**config.mk**
```make
export PLATFORM = sky130hd
export DESIGN_NAME = game_phase_controller
export DESIGN_NICKNAME = d
export VERILOG_FILES = /design/src/rtl/game_phase_pkg.sv /design/src/rtl/nf_frame_timer.sv /design/src/rtl/game_phase_controller.sv
export SDC_FILE = /design/constraint.sdc
export NUM_CORES = 1
export LEC_CHECK = 0
export BUFFER_PORTS_ARGS = -buffer_cell sky130_fd_sc_hd__buf_4
export CAP_MARGIN = 20
export CELL_PAD_IN_SITES_DETAIL_PLACEMENT = 0
export CELL_PAD_IN_SITES_GLOBAL_PLACEMENT = 1
export CORE_ASPECT_RATIO = 0.75
export CORE_MARGIN = 2
export CORE_UTILIZATION = 32
export CTS_CLUSTER_DIAMETER = 50
export CTS_CLUSTER_SIZE = 10
export DETAILED_ROUTE_END_ITERATION = 6
export PLACE_DENSITY_LB_ADDON = 0.12
export SYNTH_ARGS = -nofsm -noshare
export SYNTH_HDL_FRONTEND = slang
export SYNTH_SLANG_ARGS = --single-unit
```
**constraint.sdc**
```tcl
create_clock -name clk_in -period 2.8 [get_ports clk_in]
set_input_delay 0.14 -clock clk_in [delete_from_list [all_inputs] [get_ports clk_in]]
set_output_delay 0.14 -clock clk_in [all_outputs]
set_load 0.02 [all_outputs]
```
**src/rtl/game_phase_pkg.sv**
```systemverilog
// rtl/game_phase_pkg.sv - phase encodings, default IR codes and sizing helper for the game phase controller
package game_phase_pkg;

    typedef enum logic [2:0] {
        PH_START      = 3'd0,
        PH_COUNTDOWN  = 3'd1,
        PH_FIGHT      = 3'd2,
        PH_HIT_FREEZE = 3'd3,
        PH_LOSE       = 3'd4,
        PH_WIN        = 3'd5
    } phase_t;

    localparam logic [31:0] IR_START_A = 32'h20DF_5BA4;
    localparam logic [31:0] IR_START_B = 32'h20DF_5AA5;
    localparam logic [31:0] IR_RESTART = 32'h20DF_10EF;

    function automatic int max3(input int a, input int b, input int c);
        int m;
        m = (a > b) ? a : b;
        return (m > c) ? m : c;
    endfunction

endpackage

```
**src/rtl/nf_frame_timer.sv**
```systemverilog
// rtl/nf_frame_timer.sv - new-frame pulse counter with clear, terminal value and saturate mode
module nf_frame_timer #(
    parameter int W = 8
) (
    input  logic         clk,
    input  logic         rst,
    input  logic         clear,
    input  logic         nf,
    input  logic         saturate,
    input  logic [W-1:0] terminal,
    output logic [W-1:0] count,
    output logic         tick
);

    assign tick = nf && (count == terminal);

    // At the terminal value the count either holds (saturate) or reloads to zero; it never wraps.
    always_ff @(posedge clk) begin
        if (rst || clear) begin
            count <= '0;
        end else if (nf) begin
            if (count == terminal) begin
                count <= saturate ? count : '0;
            end else begin
                count <= count + W'(1);
            end
        end
    end

endmodule

```
**src/rtl/game_phase_controller.sv**
```systemverilog
// rtl/game_phase_controller.sv - top-level Moore FSM sequencing menu, countdown, fight, freeze and end screens
module game_phase_controller
    import game_phase_pkg::*;
#(
    parameter logic [31:0] START_CODE_A      = IR_START_A,
    parameter logic [31:0] START_CODE_B      = IR_START_B,
    parameter logic [31:0] RESTART_CODE      = IR_RESTART,
    parameter int          COUNT_START       = 3,
    parameter int          COUNTDOWN_FRAMES  = 60,
    parameter int          HIT_FREEZE_FRAMES = 30,
    parameter int          END_HOLD_FRAMES   = 180
) (
    input  logic        clk_in,
    input  logic        rst_in,
    input  logic [31:0] ir_in,
    input  logic        nf_in,
    input  logic [2:0]  player_health_in,
    input  logic [2:0]  opponent_health_in,
    output logic [2:0]  phase_out,
    output logic        display_start_out,
    output logic        end_lose_out,
    output logic        end_win_out,
    output logic [1:0]  countdown_digit_out,
    output logic        freeze_out,
    output logic        flash_player_out,
    output logic        flash_opponent_out,
    output logic        health_reset_out
);

    localparam int CW = $clog2(max3(COUNTDOWN_FRAMES, HIT_FREEZE_FRAMES, END_HOLD_FRAMES) + 1);
    localparam logic [CW-1:0] CD_TERM = CW'(COUNTDOWN_FRAMES - 1);
    localparam logic [CW-1:0] HF_TERM = CW'(HIT_FREEZE_FRAMES - 1);
    localparam logic [CW-1:0] EH_TERM = CW'(END_HOLD_FRAMES);

    phase_t      phase, nxt;
    logic [31:0] ir_prev;
    logic [2:0]  player_prev, opponent_prev;
    logic        start_ev, restart_ev, hit_p, hit_o;
    logic [1:0]  nxt_digit;
    logic        nxt_fp, nxt_fo, nxt_hr, abort, reload;
    logic        clear, saturate, tick;
    logic [CW-1:0] terminal, count;

    assign phase_out  = phase;
    assign start_ev   = (ir_in != ir_prev) && ((ir_in == START_CODE_A) || (ir_in == START_CODE_B));
    assign restart_ev = (ir_in != ir_prev) && (ir_in == RESTART_CODE);
    assign hit_p      = player_health_in < player_prev;
    assign hit_o      = opponent_health_in < opponent_prev;

    // Previous-value registers follow their inputs even in reset, so a held code never fires afterwards.
    always_ff @(posedge clk_in) begin
        ir_prev       <= ir_in;
        player_prev   <= player_health_in;
        opponent_prev <= opponent_health_in;
    end

    nf_frame_timer #(.W(CW)) u_timer (
        .clk      (clk_in),
        .rst      (rst_in),
        .clear    (clear),
        .nf       (nf_in),
        .saturate (saturate),
        .terminal (terminal),
        .count    (count),
        .tick     (tick)
    );

    always_comb begin
        nxt       = phase;
        nxt_digit = countdown_digit_out;
        nxt_fp    = flash_player_out;
        nxt_fo    = flash_opponent_out;
        nxt_hr    = 1'b0;
        abort     = 1'b0;
        reload    = 1'b0;
        case (phase)
            PH_START: begin
                nxt_digit = 2'd0;
                nxt_fp    = 1'b0;
                nxt_fo    = 1'b0;
                if (start_ev) begin
                    nxt       = PH_COUNTDOWN;
                    nxt_digit = 2'(COUNT_START);
                end
            end
            PH_COUNTDOWN: begin
                if (restart_ev) begin
                    abort = 1'b1;
                end else if (tick) begin
                    if (countdown_digit_out == 2'd1) begin
                        nxt       = PH_FIGHT;
                        nxt_digit = 2'd0;
                    end else begin
                        nxt_digit = countdown_digit_out - 2'd1;
                        reload    = 1'b1;
                    end
                end
            end
            PH_FIGHT: begin
                if (restart_ev) begin
                    abort = 1'b1;
                end else if (player_health_in == 3'd0) begin
                    nxt = PH_LOSE;
                end else if (opponent_health_in == 3'd0) begin
                    nxt = PH_WIN;
                end else if (hit_p || hit_o) begin
                    nxt    = PH_HIT_FREEZE;
                    nxt_fp = hit_p;
                    nxt_fo = hit_o;
                end
            end
            PH_HIT_FREEZE: begin
                if (restart_ev) begin
                    abort = 1'b1;
                end else if (player_health_in == 3'd0) begin
                    nxt    = PH_LOSE;
                    nxt_fp = 1'b0;
                    nxt_fo = 1'b0;
                end else if (opponent_health_in == 3'd0) begin
                    nxt    = PH_WIN;
                    nxt_fp = 1'b0;
                    nxt_fo = 1'b0;
                end else if (tick) begin
                    nxt    = PH_FIGHT;
                    nxt_fp = 1'b0;
                    nxt_fo = 1'b0;
                end
            end
            PH_LOSE, PH_WIN: begin
                if (restart_ev && (count == EH_TERM)) begin
                    nxt    = PH_START;
                    nxt_hr = 1'b1;
                end
            end
            default: begin
                nxt       = PH_START;
                nxt_digit = 2'd0;
                nxt_fp    = 1'b0;
                nxt_fo    = 1'b0;
            end
        endcase
        if (abort) begin
            nxt       = PH_START;
            nxt_hr    = 1'b1;
            nxt_digit = 2'd0;
            nxt_fp    = 1'b0;
            nxt_fo    = 1'b0;
        end

        // Every phase change starts the shared timer from zero; FIGHT and START never use it.
        clear    = (nxt != phase) || reload || (phase == PH_FIGHT) || (phase == PH_START);
        saturate = (phase == PH_LOSE) || (phase == PH_WIN);
        case (phase)
            PH_COUNTDOWN:  terminal = CD_TERM;
            PH_HIT_FREEZE: terminal = HF_TERM;
            default:       terminal = EH_TERM;
        endcase
    end

    always_ff @(posedge clk_in) begin
        if (rst_in) begin
            phase               <= PH_START;
            countdown_digit_out <= 2'd0;
            flash_player_out    <= 1'b0;
            flash_opponent_out  <= 1'b0;
            health_reset_out    <= 1'b0;
            display_start_out   <= 1'b1;
            freeze_out          <= 1'b0;
            end_lose_out        <= 1'b0;
            end_win_out         <= 1'b0;
        end else begin
            phase               <= nxt;
            countdown_digit_out <= nxt_digit;
            flash_player_out    <= nxt_fp;
            flash_opponent_out  <= nxt_fo;
            health_reset_out    <= nxt_hr;
            display_start_out   <= (nxt == PH_START);
            freeze_out          <= (nxt != PH_FIGHT);
            end_lose_out        <= (nxt == PH_LOSE);
            end_win_out         <= (nxt == PH_WIN);
        end
    end

endmodule

```
Yosys cells after proc, flatten, opt, wreduce, memory -nomap -nowiden
Index checks and enable logic that the tools add are counted.
{"block": "totals", "register_bits": 58, "in_bits": 41, "output_inout_bits": 12}
{"block": "classes", "add_sub_neg": 2, "magnitude_cmp": 2, "n_eq_ne": 25, "muxes": 46, "bitwise": 2, "n_reduce_logical": 23}
{"op": "$eq A32 B30 Y1 const B", "count": 3}
{"op": "$mux W3", "count": 14}
{"op": "$ne A32 B32 Y1", "count": 1}
{"op": "$mux W1", "count": 21}
{"op": "$mux W8", "count": 2}
{"op": "$ne A2 B2 Y1 const B", "count": 8}
{"op": "$pmux W8 S2", "count": 1}
{"op": "$pmux W3 S5", "count": 1}
{"op": "$eq A3 B3 Y1 const B", "count": 4}
{"op": "$logic_not A3 Y1", "count": 4}
{"op": "$add A8 B1 Y8 const B", "count": 1}
{"op": "$eq A8 B8 Y1", "count": 1}
{"op": "$eq A8 B8 Y1 const B", "count": 1}
{"op": "$mux W2", "count": 4}
{"op": "$logic_or A1 B1 Y1", "count": 7}
{"op": "$reduce_and A7 Y1", "count": 1}
{"op": "$eq A3 B2 Y1 const B", "count": 2}
{"op": "$lt A3 B3 Y1", "count": 2}
{"op": "$pmux W1 S3", "count": 2}
{"op": "$pmux W2 S3", "count": 1}
{"op": "$reduce_or A3 Y1", "count": 2}
{"op": "$logic_and A1 B1 Y1", "count": 4}
{"op": "$ne A4 B4 Y1 const B", "count": 1}
{"op": "$reduce_or A2 Y1", "count": 2}
{"op": "9 further kinds", "count": 10}

Logic depth before layout (Yosys ltp)
{"block": "logic_depth", "depth_word": 15, "depth_mapped": 9, "ltp_nobuf": 9}

Modules after synthesis
Synthesis repeated with hierarchy kept, for this count alone.
{"block": "unflattened", "hier_cells": 305, "area_unflattened_um2": 2935.3}
{"module": "game_phase_controller", "n_inst": 1, "cells_each": 221, "area_per_inst_um2": 2234.6, "seq_area_each_um2": 1001.0}
{"module": "nf_frame_timer", "n_inst": 1, "cells_each": 84, "area_per_inst_um2": 700.7, "seq_area_each_um2": 160.2}

Worst setup path before layout
Ideal clock, no wire load.
{"block": "synth_timing", "path_kind": "flip-flop to flip-flop", "start": "register phase[0], in the netlist phase_out[0]", "end": "register u_timer.count[0]", "setup_ps": 126, "arrival_time_ps": 2032, "required_ps": 2674, "path_slack_ps": 642, "path_stages_with_launch": 9, "synth_period_minus_slack_ps": 2158, "path_cell_list": "dfxtp_1 > buf_2 > nand4_1 > a2111oi_0 > nand2_1 > a32oi_1 > o211ai_1 > a21oi_2 > nor2_1"}
{"block": "synth_between", "elab_chain_len": 15, "elab_cells_between_ends": 39, "classes_between": "eq/ne (8); mux (21); reduce/logical (10)"}
{"item": "start, declared", "line_no": "game_phase_controller.sv:35", "source": "phase_t phase, nxt;"}
{"item": "start signal, assigned", "line_no": "game_phase_controller.sv:172", "source": "phase <= nxt;"}
{"item": "$eq A3 B2 Y1 / $eq A3 B1 Y1 (equally long branches)", "line_no": "game_phase_controller.sv:76, game_phase_controller.sv:153"}
{"item": "$pmux W8 S2", "line_no": "game_phase_controller.sv:153", "source": "case (phase)"}
{"item": "$eq A8 B8 Y1", "line_no": "nf_frame_timer.sv:15, nf_frame_timer.sv:22"}
{"item": "$logic_and A1 B1 Y1", "line_no": "nf_frame_timer.sv:15", "source": "assign tick = nf && (count == terminal);"}
{"item": "$mux W3", "line_no": "game_phase_controller.sv:123", "source": "end else if (tick) begin"}
{"item": "$mux W3", "line_no": "game_phase_controller.sv:119", "source": "end else if (opponent_health_in == 3'd0) begin"}
{"item": "$mux W3", "line_no": "game_phase_controller.sv:115", "source": "end else if (player_health_in == 3'd0) begin"}
{"item": "$mux W3", "line_no": "game_phase_controller.sv:113", "source": "if (restart_ev) begin"}
{"item": "$pmux W3 S5", "line_no": "game_phase_controller.sv:76", "source": "case (phase)"}
{"item": "$mux W3", "line_no": "game_phase_controller.sv:142", "source": "if (abort) begin"}
{"item": "$ne A3 B3 Y1", "line_no": "game_phase_controller.sv:151", "source": "clear = (nxt != phase) || reload || (phase == PH_FIGHT) || (phase == PH_START);"}
{"item": "$logic_or A1 B1 Y1 (3 in a row)", "line_no": "game_phase_controller.sv:151"}
{"item": "$logic_or A1 B1 Y1", "line_no": "nf_frame_timer.sv:19", "source": "if (rst || clear) begin"}
{"item": "end signal, assigned", "line_no": "nf_frame_timer.sv:23", "source": "count <= saturate ? count : '0;"}
{"item": "end signal, assigned", "line_no": "nf_frame_timer.sv:25", "source": "count <= count + W'(1);"}
{"item": "end, declared", "line_no": "nf_frame_timer.sv:11", "source": "output logic [W-1:0] count,"}
Several ways; a longest one is shown, not always the timed one.
A chain may end at the register's enable or synchronous reset.

Final worst setup path
{"block": "layout_timing", "start": "input port ir_in[25]", "end": "register flash_player_out"}
{"block": "layout_between", "elab_chain_len": 5, "elab_cells_between_ends": 9, "classes_between": "eq/ne (4); mux (2); reduce/logical (3)"}
{"item": "start, declared", "line_no": "game_phase_controller.sv:15", "source": "input logic [31:0] ir_in,"}
{"item": "$ne A32 B32 Y1 / $eq A32 B30 Y1 (equally long branches)", "line_no": "game_phase_controller.sv:46", "source": "assign restart_ev = (ir_in != ir_prev) && (ir_in == RESTART_CODE);"}
{"item": "$logic_and A1 B1 Y1 (*)", "line_no": "game_phase_controller.sv:46"}
{"item": "$mux W1", "line_no": "game_phase_controller.sv:87, game_phase_controller.sv:100, game_phase_controller.sv:113"}
{"item": "$mux W1"}
{"item": "$reduce_or A2 Y1 (no source line)"}
{"item": "end signal, assigned", "line_no": "game_phase_controller.sv:174", "source": "flash_player_out <= nxt_fp;"}
{"item": "end, declared", "line_no": "game_phase_controller.sv:25", "source": "output logic flash_player_out,"}
Every way passes the cells marked *; elsewhere a longest branch is shown, timed or not.

==> results_dict.tcl <==
set metrics [dict create \
    timing.clock.skew_ns 0.00657 \
    crit_path_end_kind "register" \
    hpwl_um 5170 \
    cp.required_ns 3.02 \
    vias 2298 \
    synth.ff_latch_count 58 \
    pin_count 53 \
    clk_path_buf_depth 2 \
    r2r_start "phase_out[2]$_SDFF_PP0_" \
    ys_seq_area_share_pct 43.8 \
    cp-start-kind "input pin" \
    synth_fp_nets 327 \
    crit_chain "dlygate4sd3_1, buf_4, nor4b_1, nand4_1, or3_4, a211oi_4, a21boi_1, o32ai_1, or4_1, a21oi_1" \
    status "finished, final reports clean" \
    critPathKind "in -> reg" \
    synth.cell_area_sq_um 2650 \
    final_antenna_net_count 0 \
    rsz0062_at_grt "false" \
    setup_viol 0 \
    yosysWarnings 0 \
    leakage_nw 1.53 \
    drtIter0Drc 80 \
    wl_per_cell_um 14.8 \
    synth.area.top_cells "dfxtp_1 (44%), xnor2_1 (13%), nor2_1 (4.1%)" \
    vias_per_cell 4.70 \
    grt_pass1_wl_um 11800 \
    die_w_um 109 \
    remaining_drc_errors 0 \
    use_met1_pct 26.4 \
    firstDrtPassIters 4 \
    cts-htree-levels 3 \
    synthArstFlopShare_pct 0 \
    hold_path_class "in -> reg" \
    cts_sinks 58 \
    fmax_mhz 383 \
    hold_viol_final 0 \
    whs_ns 0.0304 \
    yosysTopAreaCell "dfxtp_1" \
    power.density_nw_per_um2 510 \
    core_area_sq_um 7950 \
    cp.arrival_ns 2.83 \
    port_buffers 52 \
    grt_max_degree 17 \
    nets 427 \
    routed_wl_um 7260 \
    die-area_sq_um 9030 \
    synth_edf_count 0 \
    rrSetupSlack_ns 0.22 \
    final_layout_size_suffix_gt1_share_pct 22.1 \
    diodes 0 \
    fin_ws_ns 0.190 \
    final_cell_mix "dfxtp_1 (57), buf_4 (56), xnor2_1 (38), dlygate4sd3_1 (38), nor2_1 (29)" \
    cp_max_fo 7 \
    max-slew-margin-rel_pct 56.7 \
    min_path_cells 2 \
    met2_usage_pct 22.4 \
    period_minus_slack_ns 2.61 \
    die_y_um 82.8 \
    vdd_drop_max_mv 0.298 \
    setup_tns_ns 0 \
    layout_commonest_cell "dfxtp_1" \
    cap_violations 0 \
    cpPeakStageDelay_ns 0.56 \
    gp_congestion 0.854 \
    synthFlopType "dfxtp_1" \
    reg2reg_depth 8 \
    whs_endpoint "phase_out[0]$_SDFF_PP0_" \
    clock_latency_ns 0.34 \
    cp-startpoint "ir_in[25]" \
    tritoncts "done" \
    rows 28 \
    start_util_pct 33.3 \
    busiest_layer "met1" \
    grt_pass1_vias 2283 \
    r2r_end "flash_player_out$_SDFFE_PP0P_" \
    synth_cells 279 \
    grt_antenna_before_repair 0 \
    min_from "rst_in" \
    cts_buffers 9 \
    clk_pin_slew_ns 0.07 \
    slowest_stage "dlygate4sd3_1" \
    worst_pin_slew_ns 0.644 \
    syn_area_per_cell_sq_um 9.50 \
    slew_violations 0 \
    grt_usage_pct 17.2 \
    yosysTopAreaCellShare_pct 43.8 \
    post-place-ws_ns 0.153 \
    use_met3_pct 5.34 \
    root_buffer "clkbuf_8" \
    ys_types 59 \
    post-route-period-util_pct 93.2 \
    area_growth_pct 41.9 \
    grt-ovfl-total 0 \
]
-- worst max-delay path by stage --
stage                                               end  slack (ns)
after floorplan           u_timer.count[0]$_SDFFE_PP0P_        0.64
after global placement    flash_player_out$_SDFFE_PP0P_        0.13
after detailed placement  flash_player_out$_SDFFE_PP0P_        0.15
after CTS                 flash_player_out$_SDFFE_PP0P_        0.12
after global routing      flash_player_out$_SDFFE_PP0P_        0.03
final                     flash_player_out$_SDFFE_PP0P_        0.19
-- per-stage QoR --
stage | cell area, sq um | cells | util [%] | total power, mW
4_1_cts | 3760 | 489 | 47.3 | 1.95
5_1_grt | 3760 | 489 | 47.3 | 2.02
3_5_place_dp | 3170 | 435 | 39.9 | 1.10
6_report | 3760 | 489 | 47.3 | 1.92
2_1_floorplan | 2650 | 279 | - | 0.996
3_3_place_gp | 3170 | 435 | 39.9 | 1.10
-- cells in the mapped netlist, drive strengths merged, types with 2 or more instances --
cell type	instances
nand2	26
a31oi	5
o211ai	2
buf	3
nand3	5
nor3	8
dfxtp	58
nor4	3
nor4b	2
a21boi	2
inv	13
and4b	2
nand2b	3
o31ai	2
a211oi	2
o21ai	6
mux2i	2
nand4	15
ha	7
a21oi	12
nor2	29
or4	2
xnor2	38
a2111oi	2
and3	2
clkbuf	2
-- power breakdown --
part	total [mW]	leakage (nW)	internal (mW)	switching, mW
sequential	0.876	0.483	0.859	0.0162
clock	0.797	0.0986	0.458	0.339
combinational	0.245	0.949	0.134	0.111
-- area by class of cell --
| type | instances | area (sq um) |
|---|---|---|
| Clock buffer | 12 | 155 |
| Clock inverter | 4 | 50.0 |
| Fill cell | 761 | 4190 |
| Inverter | 13 | 48.8 |
| Multi-Input combinational cell | 203 | 1410 |
| Sequential cell | 58 | 1160 |
| Tap cell | 105 | 131 |
| Timing Repair Buffer | 94 | 801 |
-- worst max-delay path: cells and delay by family --
kind	cells	cell delay [ns]
AOI/OAI and AO/OA	4	0.84
and+or+nand+nor	4	1.15
buffers and inverters	2	0.71
-- logic make-up (layout without fill, tap and decap cells) --
group / count (synthesis) / after routing / synth area share [%]
fa+ha+maj: 7 / 7 / 3.30
compound gates: 47 / 47 / 13.8
mux: 2 / 2 / 0.755
buf+inv: 18 / 123 / 2.93
flops: 58 / 58 / 43.8
simple gates: 108 / 108 / 22.5
xor+xnor: 39 / 39 / 12.9
-- state kept, by name, summed over array words and instances, names as in the netlist --
register	flops
flash_player_out	1
u_timer.count	8
opponent_prev	3
end_win_out	1
freeze_out	1
flash_opponent_out	1
end_lose_out	1
phase_out	3
countdown_digit_out	2
player_prev	3
health_reset_out	1
ir_prev	32
display_start_out	1
-- layer usage --
layer	share of wire (%)	vias to the layer above	wire, um
li1	-	1187	-
met1	54	1047	3940
met2	39	55	2850
met3	5.3	9	388
met4	1.2	0	90
met5	0	-	0
-- repair_timing --
item	CTS	global route
hold buffers	38	0
setup endpoints to repair	0	2
resized for setup	0	1
hold endpoints to repair	38	0
buffers inserted	0	0
No activity file was read; power rests on OpenSTA's default activity.
